<file path="src/rtl/fetch_stage.sv">
// Fetch stage: program counter with next-PC selection plus the IF/ID pipeline register.
// Also tracks a sticky misaligned-redirect flag and a count of instructions handed to decode.
module fetch_stage #(
    parameter int unsigned      ADDRESS_WIDTH = 32,
    parameter int unsigned      DATA_WIDTH    = 32,
    parameter logic [ADDRESS_WIDTH-1:0] RESET_VECTOR = 32'hBFC00000,
    parameter logic [DATA_WIDTH-1:0]    NOP_INSTR    = 32'h00000013
) (
    input  logic                     clk,
    input  logic                     rst,
    input  logic                     stall_i,
    input  logic                     flush_i,
    input  logic                     redirect_i,
    input  logic [ADDRESS_WIDTH-1:0] redirect_target_i,
    input  logic [DATA_WIDTH-1:0]    imem_rd_i,
    output logic [ADDRESS_WIDTH-1:0] imem_addr_o,
    output logic [DATA_WIDTH-1:0]    id_instr_o,
    output logic [ADDRESS_WIDTH-1:0] id_pc_o,
    output logic [ADDRESS_WIDTH-1:0] id_pc_plus4_o,
    output logic                     id_valid_o,
    output logic                     misalign_err_o,
    output logic [31:0]              fetch_count_o
);

    localparam logic [ADDRESS_WIDTH-1:0] PcStep = ADDRESS_WIDTH'(4);

    logic [ADDRESS_WIDTH-1:0] pc_q, pc_d;
    logic [ADDRESS_WIDTH-1:0] pc_plus4;
    logic [DATA_WIDTH-1:0]    id_instr_q, id_instr_d;
    logic [ADDRESS_WIDTH-1:0] id_pc_q, id_pc_d;
    logic [ADDRESS_WIDTH-1:0] id_pc_plus4_q, id_pc_plus4_d;
    logic                     id_valid_q, id_valid_d;
    logic                     misalign_q, misalign_d;
    logic [31:0]              fetch_count_q, fetch_count_d;
    logic                     bubble;
    logic                     capture;

    // Wraps silently at the top of the address space.
    assign pc_plus4 = pc_q + PcStep;

    // Redirect squashes the wrong-path instruction even when the hazard unit is stalling.
    assign bubble  = flush_i | redirect_i;
    assign capture = ~bubble & ~stall_i;

    always_comb begin
        pc_d = pc_q;
        if (redirect_i) begin
            pc_d = {redirect_target_i[ADDRESS_WIDTH-1:2], 2'b00};
        end else if (!stall_i) begin
            pc_d = pc_plus4;
        end
    end

    always_comb begin
        id_instr_d    = id_instr_q;
        id_pc_d       = id_pc_q;
        id_pc_plus4_d = id_pc_plus4_q;
        id_valid_d    = id_valid_q;
        fetch_count_d = fetch_count_q;
        if (bubble) begin
            id_instr_d = NOP_INSTR;
            id_valid_d = 1'b0;
        end else if (capture) begin
            id_instr_d    = imem_rd_i;
            id_pc_d       = pc_q;
            id_pc_plus4_d = pc_plus4;
            id_valid_d    = 1'b1;
            fetch_count_d = fetch_count_q + 32'd1;
        end
    end

    always_comb begin
        misalign_d = misalign_q;
        if (redirect_i && (redirect_target_i[1:0] != 2'b00)) begin
            misalign_d = 1'b1;
        end
    end

    always_ff @(posedge clk) begin
        if (rst) begin
            pc_q          <= RESET_VECTOR;
            id_instr_q    <= NOP_INSTR;
            id_pc_q       <= '0;
            id_pc_plus4_q <= PcStep;
            id_valid_q    <= 1'b0;
            misalign_q    <= 1'b0;
            fetch_count_q <= '0;
        end else begin
            pc_q          <= pc_d;
            id_instr_q    <= id_instr_d;
            id_pc_q       <= id_pc_d;
            id_pc_plus4_q <= id_pc_plus4_d;
            id_valid_q    <= id_valid_d;
            misalign_q    <= misalign_d;
            fetch_count_q <= fetch_count_d;
        end
    end

    assign imem_addr_o    = pc_q;
    assign id_instr_o     = id_instr_q;
    assign id_pc_o        = id_pc_q;
    assign id_pc_plus4_o  = id_pc_plus4_q;
    assign id_valid_o     = id_valid_q;
    assign misalign_err_o = misalign_q;
    assign fetch_count_o  = fetch_count_q;

endmodule

</file>
<file path="config.mk">
export PLATFORM = sky130hd
export DESIGN_NAME = fetch_stage
export DESIGN_NICKNAME = d
export VERILOG_FILES = /design/src/rtl/fetch_stage.sv
export SDC_FILE = /design/constraint.sdc
export NUM_CORES = 1
export LEC_CHECK = 0
export BUFFER_PORTS_ARGS = -buffer_cell sky130_fd_sc_hd__buf_2
export CAP_MARGIN = 25
export CORE_MARGIN = 2
export CORE_UTILIZATION = 40
export CTS_CLUSTER_SIZE = 16
export DETAILED_ROUTE_END_ITERATION = 12
export PLACE_DENSITY = 0.66
export SYNTH_ARGS = -nofsm -noshare
export SYNTH_HDL_FRONTEND = slang
export SYNTH_SLANG_ARGS = --single-unit
</file>
<file path="constraint.sdc">
create_clock -name clk -period 4.8 [get_ports clk]
set_clock_uncertainty 0.05 [all_clocks]
set_input_delay 0.48 -clock clk [delete_from_list [all_inputs] [get_ports clk]]
set_output_delay 0.48 -clock clk [all_outputs]
set_load 0.005 [all_outputs]
</file>
==> summary.txt <==
Final layout
  • Final #Nets: 1040
  • Layout area overhead: 27.4%
  • Fraction of layout cells with a size suffix above 1: 0.313

STA
  • Final worst path period need: 2700 ps
  • Fmax: 371 MHz
  • Rel. slew slack: 0.322
  • Setup violations, final: 0
  • Final Cycle Share: 0.562
  • Unrepaired setup endpoints after global routing: false
  • Fin. max-slew vios: 0
  • Final Hold Vio Count: 0
  • Worst-Margin Slew: 1020 ps
  • Setup_tns: 0 ps

Clocking
  • Clk Latency, worst-skew pair: 420 ps
  • Max H-tree Level: 4
  • Post-CTS Resized: 0
  • CTS sink count: 156
  • CTS tree: done
  • Postcts setup bufs: 0
  • Deepest clock path buffer count: 2
  • Clock buffer count from CTS: 17
  • Hold-fix buffers, CTS: 0
  • CTS root buf: clkbuf_16
  • Clock transition at path regs: 60 ps

GRT
  • Antenna violations before repair: 3
  • GR Overflow Total: 0
  • Total GRT Usage: 0.209
  • Largest net degree at the start of global routing: 92
  • Vias in the first global route: 5809
  • First-pass GRT wire length: 30500 µm

Floorplanning
  • Area of the core: 16600 µm²
  • I/O pin total: 231
  • Die Y: 135 µm
  • Num rows: 47
  • Die area: 18100 µm²
  • Starting Density: 0.410
  • Die Wd: 135 µm

Synth
  • Register area share after synthesis: 0.458
  • Largest family of logic cells by synthesized area: simple AND/OR/NAND/NOR gates
  • Post-synthesis instance area: 6820 µm²
  • Mux share of post-synthesis cell area: 0.0134
  • Compound-Gate Fraction of Synth Area: 0.160
  • Ys Warns: 0
  • Synth top area cells: dfxtp_1, nand2_1, nor2_1, xnor2_1, o221a_2
  • Post-synth top area cell: dfxtp_1
  • Share of the synthesized area in the top cell type: 0.458
  • Synth Instances: 781
  • Area share of fa/ha/maj cells after synthesis: 0.00367
  • Post-Synthesis Mean Instance Area: 8.73 µm²
  • Flops & latches, synth: 156
  • Xor and xnor fraction of the mapped netlist area: 0.0771
  • Post-synth EDFFs: 0
  • Number of unique standard cell types used by synthesis: 53
  • Async SR Flop Fraction: 0
  • Top cells by count, synth: dfxtp_1, nand2_1, nor2_1
  • Commonest register cell after synthesis: dfxtp_1
  • Most common cell in the netlist: dfxtp_1
  • Simple-gate portion of the synthesized area: 0.240

Worst setup path
  • Worst R2R Start: imem_addr_o[5]$_SDFFE_PP0P_
  • Req. time, crit path: 5080 ps
  • CP arrival: 2970 ps
  • Crit-path max FO: 13
  • FF-to-FF setup slack: 2100 ps
  • Crit path capture type: flip-flop
  • CP Launch Point: imem_addr_o[5]$_SDFFE_PP0P_
  • Critical path type: flip-flop to flip-flop
  • CP Launch Type: flip-flop

Worst hold path
  • Worst hold path class: primary input to flip-flop
  • Hold Startpoint: imem_rd_i[0]

Status
  • Status: finished, final reports clean

Placement
  • Port bufs: 224
  • Routability cong.: 0.793
  • Post-DP HPWL: 13100 µm

Drt
  • Starting DRT DRC Count: 352
  • # DRC: 0
  • Total Wirelength: 18900 µm
  • ANT nets after route: 0
  • Vias: 6262
  • Wire per inst: 15.7 µm
  • DR vias/cell: 5.21
  • DRT Pass-1 Iters: 5

Pwr
  • Leakage power: 3.57 nW
  • Total power after layout: 0.00310 W
  • Power Density: 357 nW/µm²
  • Worst vdd ir: 0.240 mV

Job
  • Max-Cap Viols: 0
-- critical path, cell delays in order (launching register included) --
cell	delay, ps
dfxtp_1	540
nand4_1	560
nor4_2	780
and4_1	380
xnor2_1	90
a211oi_1	210
-- layer usage --
metal / global-route usage / wire length, µm
met2: 0.333 / 8970
met3: 0.0526 / 1100
met1: 0.281 / 8620
met4: 0.0626 / 180
met5: 0 / 13
-- final timing paths --
check,endpoint,depth (start not counted)
max,id_pc_plus4_o[28]$_SDFFE_PP0P_,5
min,id_instr_o[0]$_SDFFE_PP1P_,3
max reg2reg,id_pc_plus4_o[28]$_SDFFE_PP0P_,5
min reg2reg,misalign_err_o$_SDFFE_PP0P_,2
-- report_power, final --
group | total, W | internal [W] | switching [W]
Combinational | 0.000235 | 0.000107 | 0.000128
Sequential | 0.00139 | 0.00134 | 0.0000518
Clock | 0.00148 | 0.000961 | 0.000515
Total | 0.00310 | 0.00241 | 0.000694
-- kinds of logic (layout without fill, tap and decap cells) --
kind of cell / count (synthesis) / after routing
xor+xnor: 60 / 60
compound gates: 148 / 148
simple gates: 328 / 328
buf+inv: 77 / 272
other cells: 1 / 8
mux: 9 / 9
flops: 156 / 156
fa+ha+maj: 2 / 2
-- layout by cell type (no fill, tap or decap), types with 26 or more instances in the layout --
cell type / instances
a211oi_1: 29
dfxtp_1: 156
xnor2_1: 39
nor3_1: 26
nand2_1: 106
buf_2: 223
o221a_2: 29
a21oi_1: 47
nor2_1: 90
-- state kept, by name, summed over array words and instances (netlist names) --
name and cells:
fetch_count_o 32, id_instr_o 32, id_pc_o 30, id_pc_plus4_o 30, imem_addr_o 30, id_valid_o 1, misalign_err_o 1
-- cell type report --
type / count / area [µm²]
fill: 1608 / 7960
multi-input combinational: 553 / 3400
sequential: 156 / 3120
timing repair buffer: 231 / 1200
clock buffer: 24 / 482
tap: 220 / 275
clock inverter: 7 / 160
inverter: 10 / 37.5
antenna: 2 / 5.00
-- metrics by stage --
step | hold WS [ps] | cell area, µm² | util | std cells | setup WS [ps]
5_1_grt | 239 | 8680 | 0.522 | 1202 | 1910
2_1_floorplan | 392 | 6840 | - | 786 | 2690
3_3_place_gp | 384 | 7990 | 0.480 | 1168 | 2020
6_report | 228 | 8680 | 0.522 | 1203 | 2100
4_1_cts | 210 | 8680 | 0.521 | 1201 | 2120
3_5_place_dp | 388 | 8040 | 0.483 | 1170 | 2080
Power figures use the tool's default switching activity.
